### src/rtl/vme_reg_bank.sv
// vme_reg_bank: a small VME-mapped bank of NREGS registers, each DATA_W bits wide.
// Requests are captured in an input stage at edge E0 and serviced at E1.
// The acknowledge is high for the cycle that follows E1.
// While a request is outstanding, any new request is ignored.
// When read and write arrive together, the write is serviced first and the read one cycle later.
// Optional macro VME_REG_BANK_ERR_EN adds two outputs, VMERdErr and VMEWrErr.
// They flag accesses to unmapped addresses.
module vme_reg_bank #(
   parameter int NREGS  = 4,
   parameter int DATA_W = 8,
   parameter logic [NREGS*DATA_W-1:0] RESET_VAL = {(NREGS*DATA_W){1'b0}}
) (
   input  logic                    Clk,
   input  logic                    rst_n,
   input  logic [3:0]              VMEAddr,
   input  logic                    VMERdMem,
   input  logic                    VMEWrMem,
   input  logic [31:0]             VMEWrData,
   output logic [31:0]             VMERdData,
   output logic                    VMERdDone,
   output logic                    VMEWrDone,
`ifdef VME_REG_BANK_ERR_EN
   output logic                    VMERdErr,
   output logic                    VMEWrErr,
`endif
   output logic [NREGS*DATA_W-1:0] regs_o,
   output logic [NREGS-1:0]        wr_strb_o
);

   // Input stage. The address and data stay put while a transaction is outstanding.
   // Because of that, a read deferred behind a write still sees its own E0 address.
   logic                    s_rd_q, s_rd_d;
   logic                    s_wr_q, s_wr_d;
   logic [3:0]              s_addr_q, s_addr_d;
   logic [DATA_W-1:0]       s_data_q, s_data_d;
   logic                    pend_rd_q, pend_rd_d;

   logic [NREGS*DATA_W-1:0] regs_q, regs_d;
   logic [31:0]             rd_data_q, rd_data_d;
   logic                    rd_done_q, rd_done_d;
   logic                    wr_done_q, wr_done_d;
   logic [NREGS-1:0]        wr_strb_q, wr_strb_d;
   logic                    rd_err_q, rd_err_d;
   logic                    wr_err_q, wr_err_d;

   logic                    busy_s;
   logic                    rd_go_s;
   logic                    rd_hit_s;
   logic                    wr_hit_s;
   logic [31:0]             rd_word_s;

   // Upper write-data bits are intentionally ignored.
   if (DATA_W < 32) begin : g_unused_data
      logic unused_data_s;
      assign unused_data_s = ^VMEWrData[31:DATA_W];
   end

   // Next-state logic: input capture, register write, and read mux.
   always_comb begin
      s_rd_d    = 1'b0;
      s_wr_d    = 1'b0;
      s_addr_d  = s_addr_q;
      s_data_d  = s_data_q;
      pend_rd_d = 1'b0;
      regs_d    = regs_q;
      rd_data_d = rd_data_q;
      rd_done_d = 1'b0;
      wr_done_d = 1'b0;
      wr_strb_d = {NREGS{1'b0}};
      rd_err_d  = 1'b0;
      wr_err_d  = 1'b0;
      rd_hit_s  = 1'b0;
      wr_hit_s  = 1'b0;
      rd_word_s = 32'h0000_0000;

      busy_s = s_rd_q | s_wr_q | pend_rd_q;
      if (!busy_s) begin
         s_rd_d   = VMERdMem;
         s_wr_d   = VMEWrMem;
         s_addr_d = VMEAddr;
         s_data_d = VMEWrData[DATA_W-1:0];
      end else begin
         s_rd_d = 1'b0;
         s_wr_d = 1'b0;
      end

      // A read that arrives together with a write waits one cycle behind that write.
      if (s_rd_q && s_wr_q) begin
         pend_rd_d = 1'b1;
      end else begin
         pend_rd_d = 1'b0;
      end
      rd_go_s = (s_rd_q & ~s_wr_q) | pend_rd_q;

      for (int i = 0; i < NREGS; i++) begin
         if (s_addr_q == 4'(i)) begin
            rd_hit_s = 1'b1;
            rd_word_s[DATA_W-1:0] = regs_q[i*DATA_W +: DATA_W];
            if (s_wr_q) begin
               wr_hit_s = 1'b1;
               regs_d[i*DATA_W +: DATA_W] = s_data_q;
               wr_strb_d[i] = 1'b1;
            end else begin
               wr_hit_s = wr_hit_s;
            end
         end else begin
            rd_hit_s = rd_hit_s;
         end
      end

      wr_done_d = s_wr_q;
      wr_err_d  = s_wr_q & ~wr_hit_s;

      if (rd_go_s) begin
         rd_done_d = 1'b1;
         rd_data_d = rd_word_s;
         rd_err_d  = ~rd_hit_s;
      end else begin
         rd_done_d = 1'b0;
         rd_data_d = rd_data_q;
         rd_err_d  = 1'b0;
      end
   end

   // State register: the reset clears all pipeline state and aborts any transaction in flight.
   always_ff @(posedge Clk or negedge rst_n) begin
      if (!rst_n) begin
         s_rd_q    <= 1'b0;
         s_wr_q    <= 1'b0;
         s_addr_q  <= 4'h0;
         s_data_q  <= {DATA_W{1'b0}};
         pend_rd_q <= 1'b0;
         regs_q    <= RESET_VAL;
         rd_data_q <= 32'h0000_0000;
         rd_done_q <= 1'b0;
         wr_done_q <= 1'b0;
         wr_strb_q <= {NREGS{1'b0}};
         rd_err_q  <= 1'b0;
         wr_err_q  <= 1'b0;
      end else begin
         s_rd_q    <= s_rd_d;
         s_wr_q    <= s_wr_d;
         s_addr_q  <= s_addr_d;
         s_data_q  <= s_data_d;
         pend_rd_q <= pend_rd_d;
         regs_q    <= regs_d;
         rd_data_q <= rd_data_d;
         rd_done_q <= rd_done_d;
         wr_done_q <= wr_done_d;
         wr_strb_q <= wr_strb_d;
         rd_err_q  <= rd_err_d;
         wr_err_q  <= wr_err_d;
      end
   end

   assign VMERdData = rd_data_q;
   assign VMERdDone = rd_done_q;
   assign VMEWrDone = wr_done_q;
   assign regs_o    = regs_q;
   assign wr_strb_o = wr_strb_q;

`ifdef VME_REG_BANK_ERR_EN
   assign VMERdErr = rd_err_q;
   assign VMEWrErr = wr_err_q;
`else
   // Error flags are not exported in this build.
   logic unused_err_s;
   assign unused_err_s = rd_err_q ^ wr_err_q;
`endif

endmodule

### config.mk
export PLATFORM = sky130hd
export DESIGN_NAME = vme_reg_bank
export DESIGN_NICKNAME = d
export VERILOG_FILES = /design/src/rtl/vme_reg_bank.sv
export SDC_FILE = /design/constraint.sdc
export NUM_CORES = 1
export LEC_CHECK = 0
export BUFFER_PORTS_ARGS = -buffer_cell sky130_fd_sc_hd__buf_2
export CAP_MARGIN = 30
export CORE_UTILIZATION = 43
export CTS_BUF_LIST = sky130_fd_sc_hd__clkbuf_4 sky130_fd_sc_hd__clkbuf_8 sky130_fd_sc_hd__clkbuf_16
export CTS_CLUSTER_DIAMETER = 50
export CTS_CLUSTER_SIZE = 16
export DETAILED_ROUTE_END_ITERATION = 10
export PLACE_DENSITY = 0.79
export SKIP_CTS_REPAIR_TIMING = 1
export SYNTH_ARGS = -nofsm -noshare
export SYNTH_HDL_FRONTEND = slang
export SYNTH_SLANG_ARGS = --single-unit
### constraint.sdc
create_clock -name Clk -period 1.7 [get_ports Clk]
set_input_delay 0.51 -clock Clk [delete_from_list [all_inputs] [get_ports Clk]]
set_output_delay 0.51 -clock Clk [all_outputs]
set_load 0.05 [all_outputs]
==> reports/qor.yml <==
clocking:
  clockBufferDepth: 2
  numCtsBuffers: 9
  clock_latency_ps: 330
  cts_tree: "done"
  cts_root_buf: "clkbuf_8"
  htreeDepth: 3
  cts.sinks: 61
  clk_pin_slew_ps: 60
final_layout:
  instances_no_fill: 361
  nets: 321
  syn_to_final_growth_pct: 25.3
  n_antenna_cell: 0
  layout-drive-gt1-share_pct: 53.8
  num-fill-cells: 501
  post-route-util_pct: 56.0
critical_path:
  crit_path_start_kind: "register"
  worstPathRequired_ps: 1920
  cp-end-kind: "register"
  crit_type: "reg2reg"
  critPathMaxFanout: 7
  r2r_slack_ps: -30
  worstPathArrival_ps: 1950
status:
  status: "finished with violations"
  failed_checks: "setup timing"
global_routing:
  grt_pass1_vias: 1564
  grt_pass1_wl_um: 8180
  grt.total_usage_pct: 17.9
  grt_antenna_before_repair: 0
  grt_overflow_total: 0
  grt_max_degree: 62
floorplan:
  start_util_pct: 44.7
  die_area_mm2: 0.00651
  die_x_um: 80.7
  dieHeight_um: 80.7
  ios: 110
  num_rows: 28
  core-area_mm2: 0.00596
synthesis:
  yosys.area_share.xor_xnor_pct: 0
  synth_top_cell_area_share_pct: 57.4
  syn_inst: 195
  synth_most_common_cell: "dfrtp_1"
  ys.warnings.count: 0
  synth_fa_ha_area_share_pct: 0
  syn-cell-area_mm2: 0.00266
  yosys.area_share.simple_pct: 5.17
  ys_top_cells_by_count: "dfrtp_1 (61), mux2_2 (36), buf_4 (24)"
  synth_seq_cells: 61
  synthFlopType: "dfrtp_1"
  muxShareOfSynthArea_pct: 23.1
  synth-async-reset-ratio_pct: 100
  synth_compound_area_share_pct: 5.08
  yosysSeqAreaShare_pct: 57.4
  synth_edf_count: 0
  synth_cell_types: 24
  synth_top_family_by_area: "multiplexers"
  syn_area_per_cell_um2: 13.6
  synthTopCellsByArea: "dfrtp_1 (57%), mux2_2 (15%), buf_4 (6.8%)"
  synth_top_area_cell: "dfrtp_1"
detailed_routing:
  routed_wl_um: 5170
  num_vias: 1710
  dr.pass1.iters: 4
  drt_iter0_drc: 98
  via_per_inst: 4.74
  drc: 0
  detail_route.wl_per_cell_um: 14.3
  ant_nets: 0
timing:
  fin_crit_sh_pct: 102
  rsz0062_at_grt: "true"
  slew_viol_final: 0
  hold_viol: 0
  whs_ps: 167
  fin_crit_ps: 1730
  finalWorstSetupSlack_ps: -34.6
  setup_viol: 9
  timing.fmax_ghz: 0.577
  tns_ps: -235
  skew_ps: 5.42
power:
  p_switching_mw: 3.29
  leakagePower_nw: 1.72
  combPwrFrac_pct: 48.9
  sequentialPowerShare_pct: 34.6
  p_int_mw: 3.65
  peakVddDrop_v: 0.00104
  swShare_pct: 47.4
  p_clk_share_pct: 16.5
  powerDensity_mw_per_mm2: 2080
place:
  dp_hpwl_um: 3680
  pre_cts_ws_ps: -64.2
  dpl.cell_count: 345
  place_congestion: 0.752
  io_buffers: 61
min_path:
  hold_class: "in2async"
run:
  cap_violations: 0
==> power groups by stage <==
stage | Combinational (mW) | Clock [mW] | Sequential (mW)
after floorplan | 1.07 | 0 | 3.91
after global placement | 3.34 | 0 | 2.42
after detailed placement | 3.39 | 0 | 2.43
after CTS | 3.39 | 1.18 | 2.41
after global routing | 3.58 | 1.25 | 2.49
final | 3.39 | 1.14 | 2.40
==> kinds of logic after synthesis <==
logic type / Yosys count
AND/OR/NAND/NOR: 26
buffers and inverters: 38
AO/OA/AOI/OAI: 21
multiplexers: 48
other: 1
flip-flops: 61
==> registers in the layout, summed over array words and instances, names as in the netlist <==
| signal | cells |
|---|---|
| regs_o | 32 |
| s_wr_q | 1 |
| pend_rd_q | 1 |
| s_addr_q | 4 |
| wr_strb_o | 4 |
| VMERdDone | 1 |
| VMEWrDone | 1 |
| s_rd_q | 1 |
| VMERdData | 8 |
| s_data_q | 8 |
==> stage by stage <==
| stage | cell area (µm²) | total power [mW] |
|---|---|---|
| 2_1_floorplan | 2750 | 4.98 |
| 3_3_place_gp | 3120 | 5.76 |
| 3_5_place_dp | 3120 | 5.82 |
| 4_1_cts | 3300 | 6.98 |
| 5_1_grt | 3330 | 7.33 |
| 6_report | 3330 | 6.94 |
==> per-layer routing <==
| layer | track usage (%) | vias to the layer above | wire [µm] |
|---|---|---|---|
| li1 | - | 805 | - |
| met1 | 24.7 | 826 | 2340 |
| met2 | 25.3 | 69 | 2380 |
| met3 | 6.02 | 10 | 347 |
| met4 | 8.04 | 0 | 97 |
| met5 | 0 | - | 0 |
==> critical path, stage by stage (launching register included) <==
cell and delay, ps:
dfrtp_1 380, or3b_4 400, or3b_4 390, buf_6 160
mux2_4 290
==> final timing paths <==
check	from	end	cells after the start
setup reg to reg	s_addr_q[2]$_DFFE_PN0N_	regs_o[10]$_DFFE_PN0P_	4
hold / removal	rst_n	wr_strb_o[0]$_DFF_PN0_	2
setup / recovery	s_addr_q[2]$_DFFE_PN0N_	regs_o[10]$_DFFE_PN0P_	4
min in group Clk	VMERdMem	s_rd_q$_DFF_PN0_	2
hold reg to reg	VMERdData[2]$_DFFE_PN0P_	VMERdData[2]$_DFFE_PN0P_	1
max in group asynchronous	rst_n	regs_o[16]$_DFFE_PN0P_	2
==> area by class of cell <==
| cell class | count | area, µm² | area share [%] |
|---|---|---|---|
| clock buffer | 12 | 159 | 4.77 |
| clock inverter | 4 | 22.5 | 0.675 |
| inverter | 8 | 30.0 | 0.901 |
| multi-input combinational | 119 | 996 | 29.9 |
| sequential | 61 | 1530 | 45.8 |
| tap | 75 | 93.8 | 2.81 |
| timing repair buffer | 82 | 507 | 15.2 |
==> layout by cell type, fill, tap and decap left out, types with 2 or more instances in the layout <==
master,count
clkinv_2,3
dfrtp_1,61
clkbuf_8,11
conb_1,24
and2_1,2
inv_1,7
buf_4,14
mux2_2,36
or3b_4,2
mux2_4,8
nand2_1,5
buf_12,2
buf_6,5
nor3_1,2
o21ai_0,8
buf_2,61
a22o_1,4
a32oi_1,4
nor2_1,9
mux4_2,4
a21oi_1,5
(Power assumes the default switching activity.)
